--- config.mk ---
export PLATFORM = sky130hd
export DESIGN_NAME = recv_module
export DESIGN_NICKNAME = d
export VERILOG_FILES = /design/src/rtl/recv_module.sv
export SDC_FILE = /design/constraint.sdc
export NUM_CORES = 1
export LEC_CHECK = 0
export CORE_AREA = 2 2 94 78
export DETAILED_ROUTE_END_ITERATION = 10
export DIE_AREA = 0 0 96 80
export PLACE_DENSITY_LB_ADDON = 0.3
export SLEW_MARGIN = 10
export SYNTH_ARGS = -nofsm -noshare
export SYNTH_HDL_FRONTEND = slang
export SYNTH_SLANG_ARGS = --single-unit
--- constraint.sdc ---
create_clock -name clk -period 3.4 [get_ports clk]
set_clock_uncertainty 0.15 [all_clocks]
set_input_delay 0.51 -clock clk [delete_from_list [all_inputs] [get_ports clk]]
set_output_delay 0.51 -clock clk [all_outputs]
set_load 0.01 [all_outputs]
--- src/rtl/recv_module.sv ---
// Receive-side packet checker for one switch output port: parses the header, checks framing and counts packets.
// Optional payload content check is enabled by defining RECV_DATA_CHECK_EN.
module recv_module #(
    parameter int RX_PORT    = 0,
    parameter int DATA_WIDTH = 32,
    parameter int WIDTH_SEL  = 2
) (
    input  logic                  clk,
    input  logic                  rst_n,
    input  logic                  en,
    output logic                  ready,
    input  logic                  rd_sop,
    input  logic                  rd_eop,
    input  logic                  rd_vld,
    input  logic [DATA_WIDTH-1:0] rd_data,
    output logic                  done,
    output logic                  pkt_ok,
    output logic [2:0]            last_priority,
    output logic [9:0]            last_length,
    output logic [15:0]           pkt_cnt,
    output logic [15:0]           err_cnt
);

    typedef enum logic [1:0] {
        IDLE,
        HEAD,
        DATA,
        DRAIN
    } state_t;

    localparam logic [WIDTH_SEL-1:0] PORT_SEL = WIDTH_SEL'(RX_PORT);

    state_t     state;
    state_t     next_state;
    logic [9:0] word_cnt;
    logic [9:0] word_next;
    logic [9:0] hdr_length;
    logic       hdr_err;
    logic       data_err;
    logic       close_pkt;
    logic       close_good;
    logic       capture;
    logic       count_word;
    logic       unused_bits;

    assign hdr_length  = rd_data[16:7];
    assign word_next   = word_cnt + 10'd1;
    assign hdr_err     = (rd_data[WIDTH_SEL-1:0] != PORT_SEL) || (hdr_length == 10'd0) || rd_eop;
    assign unused_bits = ^rd_data;

`ifdef RECV_DATA_CHECK_EN
    localparam logic [15:0] PORT_TAG = 16'(RX_PORT);
    assign data_err = (rd_data[31:0] != {PORT_TAG, 6'd0, word_cnt});
`else
    assign data_err = 1'b0;
`endif

    // A new rd_sop always wins: whatever packet is open gets closed as bad first.
    always_comb begin
        next_state = state;
        close_pkt  = 1'b0;
        close_good = 1'b0;
        capture    = 1'b0;
        count_word = 1'b0;
        unique case (state)
            IDLE: begin
                if (rd_sop) begin
                    next_state = HEAD;
                end
            end
            HEAD: begin
                if (rd_sop) begin
                    close_pkt  = 1'b1;
                    next_state = HEAD;
                end else if (rd_vld) begin
                    capture = 1'b1;
                    if (rd_eop) begin
                        close_pkt  = 1'b1;
                        next_state = IDLE;
                    end else if (hdr_err) begin
                        next_state = DRAIN;
                    end else begin
                        next_state = DATA;
                    end
                end
            end
            DATA: begin
                if (rd_sop) begin
                    close_pkt  = 1'b1;
                    next_state = HEAD;
                end else if (rd_vld) begin
                    count_word = 1'b1;
                    if (rd_eop) begin
                        close_pkt  = 1'b1;
                        close_good = (word_next == last_length) && !data_err;
                        next_state = IDLE;
                    end else if ((word_next == last_length) || data_err) begin
                        next_state = DRAIN;
                    end
                end
            end
            DRAIN: begin
                if (rd_sop) begin
                    close_pkt  = 1'b1;
                    next_state = HEAD;
                end else if (rd_vld && rd_eop) begin
                    close_pkt  = 1'b1;
                    next_state = IDLE;
                end
            end
            default: next_state = IDLE;
        endcase
    end

    always_ff @(posedge clk or negedge rst_n) begin
        if (!rst_n) begin
            state         <= IDLE;
            ready         <= 1'b0;
            done          <= 1'b0;
            pkt_ok        <= 1'b0;
            last_priority <= 3'd0;
            last_length   <= 10'd0;
            pkt_cnt       <= 16'd0;
            err_cnt       <= 16'd0;
            word_cnt      <= 10'd0;
        end else begin
            state <= next_state;
            ready <= en;
            done  <= close_pkt;
            if (close_pkt) begin
                pkt_ok <= close_good;
                if (close_good) begin
                    if (pkt_cnt != 16'hFFFF) pkt_cnt <= pkt_cnt + 16'd1;
                end else begin
                    if (err_cnt != 16'hFFFF) err_cnt <= err_cnt + 16'd1;
                end
            end
            if (capture) begin
                last_priority <= rd_data[6:4];
                last_length   <= hdr_length;
                word_cnt      <= 10'd0;
            end else if (count_word) begin
                word_cnt <= word_next;
            end
        end
    end

endmodule

==> results summary <==
The wire length of the first global-routing pass is between 10 and 15 mm. The cell sitting at the root of the clock tree is a clkbuf_8. The final instance area came out at between 0.004 and 0.005 sq mm.

The startpoint identified for the worst register-to-register timing path is word_cnt[1]. The number of antenna repair diodes came out at 0. The setup TNS is 0 ns. The area share of the largest cell type after synthesis is 0.480. The die height came out at 80 um. The final number of max-transition violations is 0. Buffers placed on the I/O ports in this run total just under 70. The endpoint arrival time on the critical path is ~3.3 ns. Prior to clock tree synthesis, the placed netlist has a worst setup slack of ~0.23 ns. The post-synth design cell area is between 0.003 and 0.004 sq mm. In this run the worst setup path begins at word_cnt[1]. The synthesized netlist cell count is 305. Setup slack closes at about 0.20 ns. The top cell types in the final layout, fill and taps aside, are clkdlybuf4s50_1, dfrtp_1, nand2_1, xnor2_1, o21ai_0. The routed via count divided by cell count is 5.49. After floorplanning, the core was divided into 27 placement rows.

TritonCTS built the clock tree. The end-of-flow core utilization came out at 0.615. The clock slew at the register clock pins of the worst setup and hold paths is 0.07 ns.

The slew at the pin closest to its max-slew limit came out at approximately 1.1 ns. The setup-violating endpoint count in the final report is 0. The library cell used most frequently in the layout, excluding fill and tap cells, is clkdlybuf4s50_1. The overall routed net length is about 7.3 mm. In this run, synthesis inferred 0 flip-flops with an integrated enable.

The leakage power came out at approximately 1.7 nW. The number of top-level design ports is 86. The clock latency reported for the late side of the worst-skew pair is around 0.36 ns. Synthesis inferred 60 register bits. The final-stage net count came out at ~420.

The average footprint of a synthesized cell is approximately 10 sq um. The tightest min-delay check is of the in2async type. The xor/xnor share of the synthesized area is 0.114. The total clock buffers created by CTS is 9. Setup repair after global routing left no endpoint under its margin.

The overall die area is 0.00768 sq mm. The total of max-cap violations came out at 0. The count of clock tree sinks came out at 60. Of the synthesized area, sequential elements account for 0.480. Post-CTS timing repair inserted 0 buffers for setup. The number of violations reported at the end of detailed-routing iteration 0 is between 150 and 200. Routability-driven placement finished with a final weighted congestion of 0.863.

For the worst setup path, the data required time is 3.48 ns. The final-report hold violation count is 0. The length of the first detailed-routing pass in iterations is 4. The count of H-tree levels built during CTS came out at 3. In the routed design, unresolved DRC markers number 0. STA classifies the critical path startpoint as a register.

The power per standard cell area is 498 mW/mm^2. The timing-limited maximum frequency is 313 MHz. The biggest area contributor in the post-synthesis netlist is dfrtp_1.

The floorplan step defined a core boundary enclosing between 0.006 and 0.007 sq mm. By area the synthesized netlist is led by dfrtp_1, xnor2_1, mux2_2. For this block, the via count after detailed routing is about 2600.

Counting along the longest clock path gives a buffer depth of 2. The width of the chip came out at roughly 96 um. VDD sags by at most about 0.4 mV.

The share of synthesized registers carrying an async set or reset is 1.00. The total instance count after detailed placement is about 460. The compound-gate portion of the synthesized area came out at 0.0864.

The area growth from synthesis to final layout came out at 32.2%. The post-synth net total is around 350. In this run the cell area measured after placement is about 0.004 sq mm.

The largest family of logic cells by synthesized area is simple AND/OR/NAND/NOR gates. The share of the cycle needed by the critical path after routing is 0.941. The worst setup path is captured at a register. Of the total synthesized cell area, the portion taken by full adders, half adders and majority gates is 0.0120. The dominant register cell in the synthesized netlist is dfrtp_1. The netlist uses just under 50 different library cells. Of the total synthesized cell area, the portion taken by AND, OR, NAND and NOR gates is 0.228. The flow ran to the end, and the final reports show no timing, DRC or antenna violations.

The starting utilization of the core area is 0.465. The routed length per instance is between 15 and 20 um. The normalized max-slew margin is 0.300.

The initial antenna violation count came out at 0. The number of gates given a new drive strength after cts is 0. The post-detailed-placement half-perimeter wirelength came out at roughly 5.3 mm. The total of warnings raised by yosys came out at 0. The all-layer global routing usage is 0.211. The maximum fanout along the worst path came out at 11. The share of layout cells above drive strength 1 is 0.117.

Once layout is complete, the cells apart from fillers number 472. The clock period minus worst slack came out at 3.20 ns. The total overflow left after global routing is 0. The worst setup path is of the reg2reg kind. The number of global-route vias before repair came out at roughly 2500. The largest net degree at the start of global routing is 48. The number of buffers added to fix hold violations after cts came out at 0. The residual antenna-violating net count after detailed routing came out at 0. The portion of synthesized area spent on multiplexers is 0.0576.
==> logic make-up after synthesis <==
logic type	after synthesis
DFF	60
xor gates and xnor gates	40
AOI/OAI and AO/OA	44
muxes	16
and+or+nand+nor	127
buffers and inverters	15
adders and majority gates	3
==> sequential cells by signal (all words and copies together), names as in the netlist <==
signal         count
ready              1
pkt_ok             1
last_length       10
last_priority      3
word_cnt          10
err_cnt           16
done               1
pkt_cnt           16
state              2
==> area by class of cell <==
cell class / instances / area, sq um
fill: 557 / 2590
multi-input combinational: 230 / 1570
sequential: 60 / 1500
timing repair buffer: 73 / 713
clock buffer: 12 / 145
tap: 87 / 109
clock inverter: 4 / 72.6
inverter: 6 / 22.5
==> stage by stage <==
stage | hold WS [ns] | total power (W)
detailed placement | 0.336 | 0.00135
finish | 0.200 | 0.00206
floorplan | 0.0644 | 0.00110
global route | 0.297 | 0.00216
CTS | 0.231 | 0.00207
global placement | 0.326 | 0.00134
==> critical path, stage by stage, from the launching register on <==
cell and delay [ns]:
dfrtp_1 0.44, ha_1 0.34, nand3_1 0.26, o311a_1 0.17, o21ai_0 0.08, or4_4 0.46
or3_1 0.46, or4_4 0.57, xnor2_2 0.14
==> worst paths after layout <==
kind / end / slack [ns] / cells after the start
setup / recovery: pkt_cnt[6] / 0.20 / 8
hold / removal: last_priority[1] / 0.20 / 1
setup reg to reg: pkt_cnt[6] / 0.20 / 8
hold reg to reg: err_cnt[9] / 0.34 / 1
max in group asynchronous: pkt_cnt[12] / 2.11 / 2
min in group clk: err_cnt[9] / 0.34 / 1
==> power by group <==
part / total, W / switching, W / leakage, nW / internal [W]
Sequential: 0.000889 / 0.0000941 / 0.789 / 0.000795
Clock: 0.000715 / 0.000283 / 0.107 / 0.000432
Combinational: 0.000455 / 0.000199 / 0.777 / 0.000256
Total: 0.00206 / 0.000576 / 1.67 / 0.00148
==> cells in the mapped netlist, types with 5 or more instances <==
cell,n
nor2_1,17
nand2_1,32
o21ai_0,19
xnor2_1,26
dfrtp_1,60
xor2_1,13
mux2_2,13
nor3_1,10
inv_1,5
and2_1,5
nand4_1,15
nand3_1,15
a21oi_1,9
==> layer usage <==
layer  track usage  up-vias  routed length (um)
met3        0.0623        8                 338
li1              -     1250                   -
met2         0.298       58                3350
met4        0.0729        0                 116
met5             0        -                   0
met1         0.308     1277                3470
Note: power is estimated with default switching activity, not from simulation.
